## config.mk

```make
export PLATFORM = sky130hd
export DESIGN_NAME = afpm_seq_ctrl_flat
export DESIGN_NICKNAME = d
export VERILOG_FILES = /design/src/rtl/afpm_pkg.sv /design/src/rtl/afpm_seq_ctrl_if.sv /design/src/rtl/afpm_byte_ser.sv /design/src/rtl/afpm_seq_ctrl.sv /design/src/flat_wrapper.sv
export SDC_FILE = /design/constraint.sdc
export NUM_CORES = 1
export LEC_CHECK = 0
export BUFFER_PORTS_ARGS = -buffer_cell sky130_fd_sc_hd__buf_2
export CAP_MARGIN = 10
export CORE_MARGIN = 4
export CORE_UTILIZATION = 40
export DETAILED_ROUTE_END_ITERATION = 10
export HOLD_SLACK_MARGIN = 0.12
export PLACE_DENSITY_LB_ADDON = 0.15
export SETUP_SLACK_MARGIN = 0.02
export SLEW_MARGIN = 20
export SYNTH_ARGS = -nofsm -noshare
export SYNTH_HDL_FRONTEND = slang
export SYNTH_SLANG_ARGS = --single-unit
```

## constraint.sdc

```tcl
create_clock -name clk -period 1.8 [get_ports clk]
set_clock_uncertainty 0.1 [all_clocks]
set_input_delay 0.18 -clock clk [delete_from_list [all_inputs] [get_ports clk]]
set_output_delay 0.18 -clock clk [all_outputs]
set_load 0.02 [all_outputs]
```

## src/rtl/afpm_pkg.sv

```systemverilog
// Shared state encoding and FP16 constants for the multiplier sequencer.
package afpm_pkg;

  localparam int FP16_W = 16;
  localparam logic [FP16_W-1:0] FP16_QNAN = 16'h7E00;

  typedef enum logic [2:0] {
    S_IDLE,
    S_LOAD_HI,
    S_ISSUE,
    S_WAIT,
    S_OUT_LO,
    S_GAP,
    S_OUT_HI
  } state_t;

endpackage

```

## src/rtl/afpm_seq_ctrl_if.sv

```systemverilog
// Operand, multiplier-core and result-byte signals of the sequencer.
// The slave modport is the controller; master is the surrounding environment.
interface afpm_seq_ctrl_if;
  import afpm_pkg::*;

  logic              in_valid;
  logic [7:0]        in_a;
  logic [7:0]        in_b;
  logic              in_ready;
  logic [FP16_W-1:0] mul_a;
  logic [FP16_W-1:0] mul_b;
  logic              mul_start;
  logic              mul_done;
  logic [FP16_W-1:0] mul_p;
  logic              out_valid;
  logic [7:0]        out_byte;
  logic              out_ready;
  logic              busy;
  logic              error;

  modport master (
    output in_valid, in_a, in_b, mul_done, mul_p, out_ready,
    input  in_ready, mul_a, mul_b, mul_start, out_valid, out_byte, busy, error
  );

  modport slave (
    input  in_valid, in_a, in_b, mul_done, mul_p, out_ready,
    output in_ready, mul_a, mul_b, mul_start, out_valid, out_byte, busy, error
  );

endinterface

```

## src/rtl/afpm_byte_ser.sv

```systemverilog
// Result register and 16-to-8 serializer; the top FSM selects which byte is shown.
// Zero latency from show_* to out_valid; the byte is held as long as show_* stays high.
module afpm_byte_ser
  import afpm_pkg::*;
#(
  parameter int OUT_HOLD = 0
) (
  input  logic              clk,
  input  logic              rst,
  input  logic              load,
  input  logic [FP16_W-1:0] din,
  input  logic              show_lo,
  input  logic              show_hi,
  input  logic              in_gap,
  output logic              out_valid,
  output logic [7:0]        out_byte,
  output logic              gap_done
);

  // OUT_HOLD == 0 never enters the gap, so the terminal count is irrelevant there.
  localparam logic [1:0] GAP_LAST = 2'((OUT_HOLD > 0) ? OUT_HOLD - 1 : 0);

  logic [FP16_W-1:0] result;
  logic [1:0]        gap_cnt;

  always_ff @(posedge clk or posedge rst) begin
    if (rst) begin
      result  <= '0;
      gap_cnt <= '0;
    end else begin
      if (load) result <= din;
      gap_cnt <= in_gap ? gap_cnt + 2'd1 : 2'd0;
    end
  end

  assign out_valid = show_lo | show_hi;
  assign gap_done  = in_gap && (gap_cnt == GAP_LAST);

  always_comb begin
    out_byte = 8'h00;
    if (show_lo)      out_byte = result[7:0];
    else if (show_hi) out_byte = result[15:8];
  end

endmodule

```

## src/rtl/afpm_seq_ctrl.sv

```systemverilog
// Byte-serial front end for an FP16 multiplier core with done-timeout (qNaN on expiry).
// Hi operand byte to first result byte is 3 cycles with a 1-cycle core; out_ready stalls indefinitely.
module afpm_seq_ctrl
  import afpm_pkg::*;
#(
  parameter int DONE_TIMEOUT = 15,
  parameter int OUT_HOLD     = 0
) (
  input logic            clk,
  input logic            rst,
  afpm_seq_ctrl_if.slave bus
);

  localparam int CW = $clog2(DONE_TIMEOUT + 1);

  state_t            state;
  state_t            state_nxt;
  logic [FP16_W-1:0] a_reg;
  logic [FP16_W-1:0] b_reg;
  logic [CW-1:0]     cnt;
  logic [CW-1:0]     cnt_inc;
  logic              err_q;
  logic              timeout;
  logic              res_load;
  logic              gap_done;
  logic              show_lo;
  logic              show_hi;
  logic              in_gap;

  // A done pulse on the cycle the counter would expire takes priority over the timeout.
  assign cnt_inc  = cnt + 1'b1;
  assign timeout  = (state == S_WAIT) && !bus.mul_done && (cnt_inc == CW'(DONE_TIMEOUT));
  assign res_load = (state == S_WAIT) && (bus.mul_done || timeout);

  always_ff @(posedge clk or posedge rst) begin
    if (rst) state <= S_IDLE;
    else     state <= state_nxt;
  end

  always_comb begin
    state_nxt = state;
    case (state)
      S_IDLE:    if (bus.in_valid) state_nxt = S_LOAD_HI;
      S_LOAD_HI: if (bus.in_valid) state_nxt = S_ISSUE;
      S_ISSUE:   state_nxt = S_WAIT;
      S_WAIT:    if (res_load) state_nxt = S_OUT_LO;
      S_OUT_LO:  if (bus.out_ready) state_nxt = (OUT_HOLD > 0) ? S_GAP : S_OUT_HI;
      S_GAP:     if (gap_done) state_nxt = S_OUT_HI;
      S_OUT_HI:  if (bus.out_ready) state_nxt = S_IDLE;
      default:   state_nxt = S_IDLE;
    endcase
  end

  always_ff @(posedge clk or posedge rst) begin
    if (rst) begin
      a_reg <= '0;
      b_reg <= '0;
      cnt   <= '0;
      err_q <= 1'b0;
    end else begin
      if (state == S_IDLE && bus.in_valid) begin
        a_reg[7:0] <= bus.in_a;
        b_reg[7:0] <= bus.in_b;
        err_q      <= 1'b0;
      end
      if (state == S_LOAD_HI && bus.in_valid) begin
        a_reg[15:8] <= bus.in_a;
        b_reg[15:8] <= bus.in_b;
      end
      if (state == S_ISSUE)     cnt <= '0;
      else if (state == S_WAIT) cnt <= cnt_inc;
      if (timeout) err_q <= 1'b1;
    end
  end

  always_comb begin
    bus.in_ready  = (state == S_IDLE) || (state == S_LOAD_HI);
    bus.mul_start = (state == S_ISSUE);
    bus.busy      = (state != S_IDLE);
    show_lo       = (state == S_OUT_LO);
    show_hi       = (state == S_OUT_HI);
    in_gap        = (state == S_GAP);
  end

  assign bus.mul_a = a_reg;
  assign bus.mul_b = b_reg;
  assign bus.error = err_q;

  afpm_byte_ser #(.OUT_HOLD(OUT_HOLD)) u_ser (
    .clk      (clk),
    .rst      (rst),
    .load     (res_load),
    .din      (bus.mul_done ? bus.mul_p : FP16_QNAN),
    .show_lo  (show_lo),
    .show_hi  (show_hi),
    .in_gap   (in_gap),
    .out_valid(bus.out_valid),
    .out_byte (bus.out_byte),
    .gap_done (gap_done)
  );

endmodule

```

## src/flat_wrapper.sv

```systemverilog
// flat-port wrapper written by rule: the top's interface ports become plain ports
module afpm_seq_ctrl_flat import afpm_pkg::*;
#(
  parameter int DONE_TIMEOUT = 15,
  parameter int OUT_HOLD     = 0
)
  (clk, rst, bus_in_valid, bus_in_a, bus_in_b, bus_mul_done, bus_mul_p, bus_out_ready, bus_in_ready, bus_mul_a, bus_mul_b, bus_mul_start, bus_out_valid, bus_out_byte, bus_busy, bus_error);
  afpm_seq_ctrl_if bus_i ();
  input logic clk;
  input logic rst;
  input wire logic [$bits(bus_i.in_valid)-1:0] bus_in_valid;
  input wire logic [$bits(bus_i.in_a)-1:0] bus_in_a;
  input wire logic [$bits(bus_i.in_b)-1:0] bus_in_b;
  input wire logic [$bits(bus_i.mul_done)-1:0] bus_mul_done;
  input wire logic [$bits(bus_i.mul_p)-1:0] bus_mul_p;
  input wire logic [$bits(bus_i.out_ready)-1:0] bus_out_ready;
  output wire logic [$bits(bus_i.in_ready)-1:0] bus_in_ready;
  output wire logic [$bits(bus_i.mul_a)-1:0] bus_mul_a;
  output wire logic [$bits(bus_i.mul_b)-1:0] bus_mul_b;
  output wire logic [$bits(bus_i.mul_start)-1:0] bus_mul_start;
  output wire logic [$bits(bus_i.out_valid)-1:0] bus_out_valid;
  output wire logic [$bits(bus_i.out_byte)-1:0] bus_out_byte;
  output wire logic [$bits(bus_i.busy)-1:0] bus_busy;
  output wire logic [$bits(bus_i.error)-1:0] bus_error;
  assign bus_i.in_valid = bus_in_valid;
  assign bus_i.in_a = bus_in_a;
  assign bus_i.in_b = bus_in_b;
  assign bus_i.mul_done = bus_mul_done;
  assign bus_i.mul_p = bus_mul_p;
  assign bus_i.out_ready = bus_out_ready;
  assign bus_in_ready = bus_i.in_ready;
  assign bus_mul_a = bus_i.mul_a;
  assign bus_mul_b = bus_i.mul_b;
  assign bus_mul_start = bus_i.mul_start;
  assign bus_out_valid = bus_i.out_valid;
  assign bus_out_byte = bus_i.out_byte;
  assign bus_busy = bus_i.busy;
  assign bus_error = bus_i.error;
  afpm_seq_ctrl #(.DONE_TIMEOUT(DONE_TIMEOUT), .OUT_HOLD(OUT_HOLD)) u_core (.clk(clk), .rst(rst), .bus(bus_i));
endmodule
```

* Word-level counts from Yosys, hierarchy flattened *
Cells that the tools add are included.

storage, ports and cells
  input bits = 37
  logic and storage cells = 55
  register bits = 58

cells by class
  multiplexer cells = 15
  add/sub/neg operators = 2
  bitwise operators = 1
  equal/unequal tests = 13
  reductions and logical operators = 15

operators with widths
  operator             number
  $pmux 3 s7           1
  $mux 3               6
  $mux 16              1
  $mux 8               2
  $eq 3x3->1 const B   3
  $mux 4               2
  $ne 2x2->1 const B   4
  $eq 3x2->1 const B   2
  $logic_and 1x1->1    6
  $reduce_and 6->1     1
  $add 4x1->4 const B  1
  $eq 4x4->1 const B   1
  $ne 2x1->1 const B   2
  $reduce_bool 2->1    2
  $eq 3x1->1 const B   1
  $logic_not 3->1      1
  $reduce_bool 3->1    1
  $add 2x1->2 const B  1
  $logic_not 2->1      1
  $logic_or 1x1->1     2
  $mux 1               2
  $mux 2               1
  $logic_not 1->1      1
  $or 1x1->1           1

* Depth between registers and ports, before layout *
Gate-level depths: netlist of the first run.

  depth after elaboration = 7
  mapped depth = 6

* Modules after synthesis *
From an unflattened synthesis of the first run, not the netlist that was laid out.

unflattened totals
  cell total of the unflattened synthesis = 220
  area, all modules = 2,710.1 um^2

modules (own cells, without submodules)
  module         instances  area an instance (um^2)  cells each  seq. area each (um^2)
  afpm_seq_ctrl  1          1,853.0                  150         1,001.0
  afpm_byte_ser  1          857.1                    70          450.4

* Worst setup path before layout of the first run *
Ideal clock, no wire load.

  kind = reg2reg
  start = reg u_core.cnt[0]
  end = reg u_core.u_ser.result[0]
  arrival = 1.479 ns
  buffers on the path = 1
  setup slack = 0.103 ns
  stages on the path, launching flop included = 7
  path through = dfrtp_1 > ha_1 > nand2b_1 > o21ai_1 > a211oi_4 > buf_6 > a21o_1

on the way
  word-level cells in the longest chain between the ends = 5

RTL lines
  element                 line                 RTL
  start, declared         afpm_seq_ctrl.sv:20  logic [CW-1:0] cnt;
  start signal, assigned  afpm_seq_ctrl.sv:71  else if (state == S_WAIT) cnt <= cnt_inc;
  $add 4x1->4             afpm_seq_ctrl.sv:31  assign cnt_inc = cnt + 1'b1;
  $eq 4x4->1              afpm_seq_ctrl.sv:32  assign timeout = (state == S_WAIT) && !bus.mul_done && (cnt_inc == CW'(DONE_TIMEOUT));
  $logic_and 1x1->1       afpm_seq_ctrl.sv:32
  $logic_or 1x1->1        afpm_seq_ctrl.sv:33  assign res_load = (state == S_WAIT) && (bus.mul_done || timeout);
  $logic_and 1x1->1       afpm_seq_ctrl.sv:33
  end signal, assigned    afpm_byte_ser.sv:31  if (load) result <= din;
  end, declared           afpm_byte_ser.sv:23  logic [FP16_W-1:0] result;

No other way between the ends.
A chain may end at the register's enable or synchronous reset.

* Worst setup path after layout of the first run *
  start = reg u_core.state[0]
  end = out bus_busy

on the way
  word-level cells in the longest chain between the ends = 1

RTL lines
  element                 line                 RTL
  start, declared         afpm_seq_ctrl.sv:16  state_t state;
  start signal, assigned  afpm_seq_ctrl.sv:37  else state <= state_nxt;
  $reduce_bool 3->1       afpm_seq_ctrl.sv:79  bus.busy = (state != S_IDLE);
  end, declared           flat_wrapper.sv:23   output wire logic [$bits(bus_i.busy)-1:0] bus_busy;

No other way between the ends.

==> results of run 1 <==
==> final timing paths <==
| kind | start | end | slack (ps) |
|---|---|---|---|
| min | u_core.u_ser.gap_cnt[0] | u_core.u_ser.gap_cnt[0] | 340 |
| min reg2reg | u_core.u_ser.gap_cnt[0] | u_core.u_ser.gap_cnt[0] | 340 |
| min in group asynchronous | rst | u_core.bus.mul_a[9] | 370 |
| max in group asynchronous | rst | u_core.state[2] | 960 |
| max reg2reg | u_core.state[0] | u_core.bus.mul_b[3] | 140 |
| max | u_core.state[0] | bus_busy | 100 |
==> cell families (layout without fill, tap and decap cells) <==
| family | Yosys count | count (layout) | share of synthesized area |
|---|---|---|---|
| AO/OA/AOI/OAI | 48 | 48 | 0.127 |
| XOR/XNOR | 1 | 1 | 0.00326 |
| buffers and inverters | 23 | 163 | 0.0480 |
| multiplexers | 40 | 40 | 0.164 |
| adder cells (fa/ha/maj) | 3 | 3 | 0.0140 |
| flip-flops | 58 | 58 | 0.541 |
| AND/OR/NAND/NOR | 44 | 44 | 0.103 |
==> flip-flops by register name (all words and copies together), names as in the netlist <==
register / cells
u_core.bus.mul_b: 16
u_core.state: 3
u_core.bus.mul_a: 16
u_core.u_ser.result: 16
u_core.u_ser.gap_cnt: 2
u_core.bus.error: 1
u_core.cnt: 4
==> metal layers <==
metal | vias up | track usage
li1 | 1041 | -
met3 | 11 | 0.0626
met5 | - | 0
met1 | 1030 | 0.206
met4 | 0 | 0.0536
met2 | 58 | 0.271
==> layout make-up <==
class	count	area, um^2	share of cell area
clock buffers	11	141	0.0366
clock inverters	5	53.8	0.0139
inverters	12	45.0	0.0117
multi-input cells	136	1120	0.289
flip-flops and latches	58	1450	0.376
well taps	77	96.3	0.0249
repair buffers	135	957	0.248
==> synthesized netlist by cell type (2+ instances only) <==
cell type | number | share of area
dfrtp_1 | 58 | 0.54
mux2_2 | 31 | 0.13
o22ai_1 | 6 | 0.014
a22o_1 | 10 | 0.033
nand2b_1 | 5 | 0.012
and3_4 | 2 | 0.0084
inv_1 | 12 | 0.017
nor2_1 | 12 | 0.017
and4b_1 | 2 | 0.0075
and2_1 | 2 | 0.0047
o21ai_0 | 7 | 0.013
buf_6 | 4 | 0.017
nand3b_1 | 2 | 0.0056
mux2i_1 | 8 | 0.030
nand2b_4 | 2 | 0.010
buf_2 | 4 | 0.0075
a21o_1 | 10 | 0.028
buf_4 | 2 | 0.0056
ha_1 | 3 | 0.014
a21oi_1 | 8 | 0.015
nand2_1 | 8 | 0.011
==> critical path: cells and delay by family (launching register included) <==
family	cells	cell delay (ps)
DFF	1	430
buffers and inverters	2	290
and+or+nand+nor	1	370
==> report_power, final <==
part / switching (mW) / internal (mW) / total (mW)
logic: 1.65 / 1.57 / 3.22
registers: 0.407 / 1.93 / 2.34
clock network: 0.506 / 0.672 / 1.18
total: 2.56 / 4.18 / 6.73
==> repair_timing <==
action | 4_1_cts | 5_1_grt
pin swaps | 1 | 0
setup buffers | 2 | 3
setup endpoints to repair | 26 | 29
gates resized for setup | 3 | 4
hold buffers | 36 | 0
hold endpoints to repair | 110 | 0
==> stage by stage <==
| step | setup slack (ps) | power, mW |
|---|---|---|
| 4_1_cts | 31.1 | 6.75 |
| 2_1_floorplan | 92.0 | 4.46 |
| 3_3_place_gp | -97.3 | 5.36 |
| 3_5_place_dp | -177 | 5.43 |
| 6_report | 99.5 | 6.73 |
| 5_1_grt | 24.0 | 7.21 |
==> run_results.csv, run 1 <==
group,metric,value,unit
run_status,status,"complete, no violations",
setup_path,crit_chain,"buf_6 > or3_4 > buf_4",
timing,fmaxAchievable,588,MHz
grt,grt_pass1_wl,11000,um
detailed_routing,drtPass1Iterations,4,
floorplanning,die_w,89.9,um
layout,drive_gt1_frac,0.448,
setup_path,reg2reg_depth,5,
floorplanning,initial_core_util,0.418,
synth,synth_cell_types,40,
grt,grt_overflow_total,0,
clock_tree,cts.htree.levels,3,
clock_tree,cts_root_buf,"clkbuf_8",
placement,place_congestion,0.728,
detailed_routing,dr_wl_met2,2930,um
timing,rsz0062_at_grt,"false",
detailed_routing,drc,0,
timing,drv_slew,0,
detailed_routing,wire_per_inst,14.5,um
timing,setup_viol,0,
clock_tree,clk_latency,330,ps
setup_path,endpoint_kind,"output port",
grt,grt_max_degree,59,
detailed_routing,maxUsedRoutingLayer,"met4",
clock_tree,numClockSinks,58,
setup_path,critPathLaunchType,"register",
layout,stdcell_count,434,
layout,final_common_cell,"buf_2",
layout,syn_to_final_growth,43.9,%
setup_path,crit_required,1520,ps
grt,grt_pass1_vias,2307,
layout,final_area,3860,um^2
layout,fin_nets,392,
placement,port_buffers,81,
floorplanning,die-height,89.9,um
layout,antennaDiodeCount,0,
power,power.leakage,1.84,nW
synth,yosysWarnings,0,
synth,ys_seq_area_frac,0.541,
detailed_routing,via_per_inst,4.93,
floorplanning,io_pins,82,
synth,synth_nets,257,
timing,worst_slew_pin_slew,311,ps
detailed_routing,wl_met3,460,um
synth,avgSynthCellArea,12.4,um^2
synth,async_flop_share,1.00,
timing,relSlewSlack,0.792,
timing,fin_crit_sh,0.945,
synth,synth-edff-count,0,
run,cap_violations,0,
floorplanning,rows,29,
setup_path,critPathArrivalTime,1420,ps
timing,hold_viol,0,
setup_path,cp_max_fo,4,
floorplanning,core,6420,um^2
power,power_density,1740,nW/um^2
detailed_routing,num_vias,2140,
timing,fin_tns_setup,0,ps
grt,antenna_found_initial,0,
hold_path,whs_path_depth,1,
synth,ys_seq_elements,58,
synth,ys.flop_type,"dfrtp_1",
detailed_routing,ant_nets,0,
setup_path,crit_type,"reg2out",
power,peakVddDrop,0.910,mV
placement,placed_area,3240,um^2
floorplanning,dieArea,8090,um^2
setup_path,cp_slowest_cell,"dfrtp_2",
clock_tree,cts_tree,"built",
layout,final_util,0.602,
placement,dpl.hpwl,4240,um
detailed_routing,drt-total-wl,6280,um
clock_tree,numCtsBuffers,9,
timing,fin_crit,1700,ps
clock_tree,path_clk_slew,70,ps
synth,syn_area,2690,um^2
grt,grt_usage,0.167,
synth,synthCells,217,
layout,fill_cells,562,
detailed_routing,wl_met1,2790,um
layout,final_cell_mix,"buf_2 (80), dfrtp_1 (56), dlygate4sd3_1 (36)",
detailed_routing,first_iter_violations,48,
placement,dp.cells,377,
setup_path,cpPeakStageDelay,430,ps
clock_tree,clock_path_buffers,2,
hold_path,holdCritPathClass,"reg2reg",
timing,hold_ws,338,ps
(Power assumes the default switching activity.)
==> inputs of run 2 (changes only) <==
Settings changed: CORE_UTILIZATION 40 to 45.
Clock period 1.8 ns to 1.4 ns, I/O delays scaled along.
==> run 2 against run 1 <==
Compared with the run above: the run now ends with negative setup slack left; sequential power up 37%; count of clock-buffer cells in the layout unchanged; sequential cell count unchanged; power up 67%; worst hold slack worse by 57 ps; final cell count up 3.7%; clock power up 63%; die area down 10%; highest routed layer unchanged; sequential share of layout area down 6.4 points; combinational power up 90%.
==> run_results.csv, run 2 (synthesis results as in run 1) <==
group,metric,value,unit
run_status,status,"finished with violations",
run_status,violations,"negative setup slack",
floorplanning,die-height,85.2,um
grt,grt_usage,0.225,
power,power_density,2410,nW/um^2
layout,syn_to_final_growth,73.9,%
detailed_routing,num_vias,2331,
grt,grt_overflow_total,0,
hold_path,holdCritPathClass,"in2reg",
floorplanning,dieArea,7270,um^2
setup_path,cpPeakStageDelay,440,ps
layout,multi_input_area,1530,um^2
timing,setup_viol,64,
setup_path,critPathLaunchType,"register",
setup_path,endpoint_kind,"output port",
detailed_routing,drt-total-wl,7820,um
clock_tree,cts.htree.levels,3,
setup_path,crit_type,"reg2out",
setup_path,cp_max_fo,6,
clock_tree,clock_path_buffers,2,
layout,final_cell_mix,"buf_2 (69), dfrtp_1 (54), dlygate4sd3_1 (36)",
timing,fmaxAchievable,591,MHz
floorplanning,io_pins,82,
detailed_routing,wire_per_inst,17.4,um
power,power,11.3,mW
timing,hold_ws,281,ps
layout,drive_gt1_frac,0.590,
timing,hold_viol,0,
detailed_routing,ant_nets,0,
grt,grt_max_degree,32,
clock_tree,cts_tree,"built",
placement,place_congestion,0.793,
setup_path,cp_slowest_cell,"dfrtp_2",
clock_tree,numClockSinks,58,
power,peakVddDrop,1.49,mV
detailed_routing,first_iter_violations,79,
timing,rsz0062_at_grt,"true",
floorplanning,core,5640,um^2
setup_path,cpLargestDelayFamily,"flip-flops",
run,cap_violations,0,
clock_tree,clk_latency,330,ps
layout,antennaDiodeCount,0,
setup_path,crit_required,1160,ps
grt,antenna_found_initial,0,
floorplanning,initial_core_util,0.476,
timing,setup_slack,-293,ps
layout,fill_cells,298,
layout,final_common_cell,"buf_2",
placement,dpl.hpwl,4350,um
timing,worst_slew_pin_slew,374,ps
clock_tree,path_clk_slew,60,ps
setup_path,crit_chain,"buf_4 > or3_4 > buf_6",
timing,relSlewSlack,0.750,
timing,drv_slew,0,
grt,grt_pass1_vias,2606,
layout,fin_nets,413,
detailed_routing,drc,0,
timing,fin_crit_sh,1.21,
clock_tree,cts_root_buf,"clkbuf_8",
floorplanning,rows,27,
setup_path,critPathArrivalTime,1450,ps
detailed_routing,drtPass1Iterations,4,
floorplanning,die_w,85.2,um
grt,grt_pass1_wl,12900,um
setup_path,cp_num_buf_inv,2,
clock_tree,numCtsBuffers,9,
detailed_routing,via_per_inst,5.18,
power,power.leakage,2.13,nW
layout,seqCellArea,1460,um^2
placement,port_buffers,81,
timing,fin_crit,1690,ps
[run 2: changes by cell type in the layout (fill, tap and decap cells not counted), moves of 5 or more]
cell / delta
nor2_1: -10
mux2i_1: -8
mux2_4: +32
a21oi_1: -6
mux2i_4: +8
buf_2: -11
a21oi_2: +6
mux2_2: -31
o21ai_0: -5
nor2_4: +11
buf_6: +26
[run 2: worst register-to-register path, delay by kind of cell (launching register included)]
| kind | cells | cell delay, ps |
|---|---|---|
| multiplexers | 1 | 300 |
| AND/OR/NAND/NOR | 2 | 360 |
| buffers and inverters | 3 | 410 |
| flip-flops | 1 | 400 |
[run 2: final cells by class]
| cell class | instances | share of cell area |
|---|---|---|
| clock inverters | 5 | 0.0214 |
| clock buffers | 11 | 0.0324 |
| multi-input cells | 136 | 0.328 |
| well taps | 72 | 0.0193 |
| inverters | 12 | 0.0105 |
| repair buffers | 156 | 0.276 |
| flip-flops and latches | 58 | 0.312 |
[run 2: timing repair]
item	in CTS	in global routing
hold endpoints to repair	110	0
cloned	2	0
endpoints found under the setup margin	66	68
buffers inserted	11	3
pin swaps	5	5
hold buffers	36	0
resized for setup	88	20
[run 2: power by group]
| group | switching (mW) | total, mW | internal, mW |
|---|---|---|---|
| Combinational | 2.79 | 6.12 | 3.33 |
| Sequential | 0.725 | 3.21 | 2.49 |
| Clock | 0.649 | 1.92 | 1.27 |
| Total | 4.16 | 11.3 | 7.09 |
[run 2: worst paths after layout]
path	start	slack [ps]	depth (start not counted)	to
worst min-delay path	bus_in_valid	280	5	u_core.state[0]
max in group asynchronous	rst	570	4	u_core.state[0]
min in group asynchronous	rst	350	4	u_core.state[1]
worst max-delay path	u_core.state[0]	-290	3	bus_busy
worst min register to register	u_core.u_ser.gap_cnt[0]	330	1	u_core.u_ser.gap_cnt[0]
worst max register to register	u_core.state[2]	-290	6	u_core.bus.mul_a[4]
[run 2: layer usage]
layer,vias to the layer above,GRT usage,share of wire
li1,1078,-,-
met1,1166,0.267,0.40
met2,70,0.391,0.53
met3,17,0.0563,0.052
met4,0,0.0835,0.019
met5,-,0,0
[run 2: through the flow]
stage	cell area (um^2)	util	instances	setup TNS, ps	worst slack [ps]
CTS	4590	0.814	450	-12560	-328
global placement	3520	0.624	385	-6280	-174
finish	4670	0.828	450	-13860	-293
global route	4670	0.828	450	-17150	-341
detailed placement	3520	0.624	385	-7340	-212
floorplan	2880	-	217	-6740	-213
==> inputs of run 3 (changes only) <==
Settings changed: CORE_UTILIZATION 45 to 28.
==> run 3 against run 2 <==
Compared with the run above: the run still ends with negative setup slack left; largest cell class is now registers; highest routed layer unchanged; non-clock buffer count increased by 2; worst setup slack improved by 7.3 ps; sequential power decreased by 2%.
==> run_results.csv, run 3 (synthesis results as in run 1) <==
group,metric,value,unit
placement,dp.cells,446,
floorplanning,die_w,106,um
clock_tree,clk_latency,340,ps
detailed_routing,drc,0,
hold_path,whs_path_depth,4,
grt,top_usage_layer,"met2",
grt,grtUsageMet2,0.232,
setup_path,cp-startpoint,"u_core.state[2]",
run_status,status,"finished with violations",
power,combPwrFrac,0.547,
setup_path,crit_chain,"buf_6 > buf_6 > or3_4 > buf_6",
layout,final_area,4590,um^2
floorplanning,core,9280,um^2
clock_tree,cts_root_buf,"clkbuf_8",
setup_path,critPathLaunchType,"register",
floorplanning,initial_core_util,0.289,
setup_path,cp_num_buf_inv,3,
layout,fin_nets,415,
floorplanning,io_pins,82,
placement,placed_area,3640,um^2
detailed_routing,num_vias,2221,
detailed_routing,drtPass1Iterations,4,
setup_path,crit_type,"reg2out",
power,power.leakage,2.03,nW
power,p_int,6.48,mW
setup_path,reg2reg_depth,5,
power,power.switching,3.96,mW
floorplanning,rows,35,
grt,antenna_found_initial,0,
grt,grt_overflow_total,0,
placement,place_congestion,0.760,
floorplanning,die-height,106,um
timing,fmaxAchievable,593,MHz
power,p_clk_frac,0.151,
power,peakVddDrop,0.904,mV
grt,grt_usage,0.138,
grt,grt_pass1_vias,2403,
detailed_routing,drt-total-wl,7220,um
setup_path,critPathArrivalTime,1450,ps
grt,grt_pass1_wl,12200,um
detailed_routing,wire_per_inst,14.2,um
power,seqPwrFrac,0.302,
detailed_routing,first_iter_violations,44,
clock_tree,clock_path_buffers,2,
timing,rsz0062_at_grt,"true",
timing,relSlewSlack,0.786,
setup_path,endpoint_kind,"output port",
run,cap_violations,0,
timing,hold_viol,0,
timing,drv_slew,0,
timing,worst_slew_pin_slew,321,ps
setup_path,endpoint,"bus_busy",
clock_tree,cts_tree,"built",
timing,setup_viol,64,
placement,dpl.hpwl,5110,um
layout,antennaDiodeCount,0,
setup_path,cp_num_cells,4,
layout,stdcell_count,509,
setup_path,cpMostUsedCell,"buf_6",
power,power_density,2280,nW/um^2
setup_path,cp_slowest_cell,"dfrtp_1",
layout,drive_gt1_frac,0.592,
timing,fin_crit,1690,ps
setup_path,r2r_setup_slack,-260,ps
detailed_routing,via_per_inst,4.36,
timing,hold_ws,170,ps
detailed_routing,ant_nets,0,
setup_path,cpPeakStageDelay,380,ps
layout,syn_to_final_growth,70.8,%
setup_path,cpLargestDelayFamily,"flip-flops",
power,p_sw_frac,0.379,
run_status,violations,"negative setup slack",
floorplanning,dieArea,11200,um^2
clock_tree,cts.htree.levels,3,
grt,grt_use_met1,0.173,
setup_path,cp_max_fo,4,
setup_path,rr_startpoint,"u_core.state[1]",
setup_path,reg2reg_to,"u_core.bus.mul_a[15]",
hold_path,holdCritPathClass,"in2reg",
clock_tree,path_clk_slew,60,ps
grt,use_met3,0.0407,
timing,fin_crit_sh,1.20,
timing,setup_slack,-286,ps
clock_tree,numClockSinks,58,
placement,port_buffers,81,
layout,final_cell_mix,"buf_2 (71), dfrtp_1 (54), dlygate4sd3_1 (36)",
grt,grt_max_degree,24,
clock_tree,numCtsBuffers,9,
layout,final_common_cell,"buf_2",
setup_path,crit_required,1160,ps
## run 3: cell count changes in the layout (fill, tap and decap cells not counted), sizes merged
cell and delta:
buf +3, clkinv -1, clkinvlp +2, bufinv -2
## run 3: what timing repair did
action,4_1_cts,5_1_grt
pin swaps,13,8
hold endpoints to repair,110,0
endpoints found under the setup margin,65,68
gates resized for setup,68,6
buffers inserted,10,1
hold buffers,36,0
## run 3: worst min-delay path by stage
stage	from	to
floorplan	rst	u_core.bus.error
global placement	rst	u_core.u_ser.result[7]
detailed placement	rst	u_core.u_ser.result[7]
CTS	bus_in_valid	u_core.state[0]
global route	bus_in_valid	u_core.state[0]
finish	bus_in_valid	u_core.state[0]
## run 3: power by group through the flow
stage / Combinational, mW / Sequential, mW / Clock (mW)
finish: 5.71 / 3.15 / 1.58
global route: 6.12 / 3.26 / 1.72
CTS: 5.70 / 3.14 / 1.64
detailed placement: 4.67 / 3.06 / 0
global placement: 4.60 / 3.03 / 0
floorplan: 2.65 / 3.55 / 0
## run 3: stage by stage
stage | setup TNS, ps | total power [mW] | setup slack [ps] | utilization
after global placement | -7920 | 7.63 | -178 | 0.392
final | -12990 | 10.4 | -286 | 0.494
after CTS | -14080 | 10.5 | -303 | 0.490
after detailed placement | -9050 | 7.73 | -211 | 0.392
after floorplan | -6740 | 6.20 | -213 | -
after global routing | -17110 | 11.1 | -348 | 0.494
## run 3: worst min-delay path: stages
cell and delay, ps:
buf_2 130, nand2b_4 80, nand2_1 80, o221ai_1 110
## run 3: routing by layer
layer	up-vias	routed length [um]
li1	1092	-
met1	1081	3200
met2	42	3660
met3	6	295
met4	0	68
met5	-	0
## run 3: cell type report
class                      instances  area (um^2)
clock inverter                     4         50.0
timing repair buffer             158         1280
clock buffer                      12          155
tap                              129          161
inverter                          12         48.8
sequential                        58         1460
fill                             872         4700
multi-input combinational        136         1440
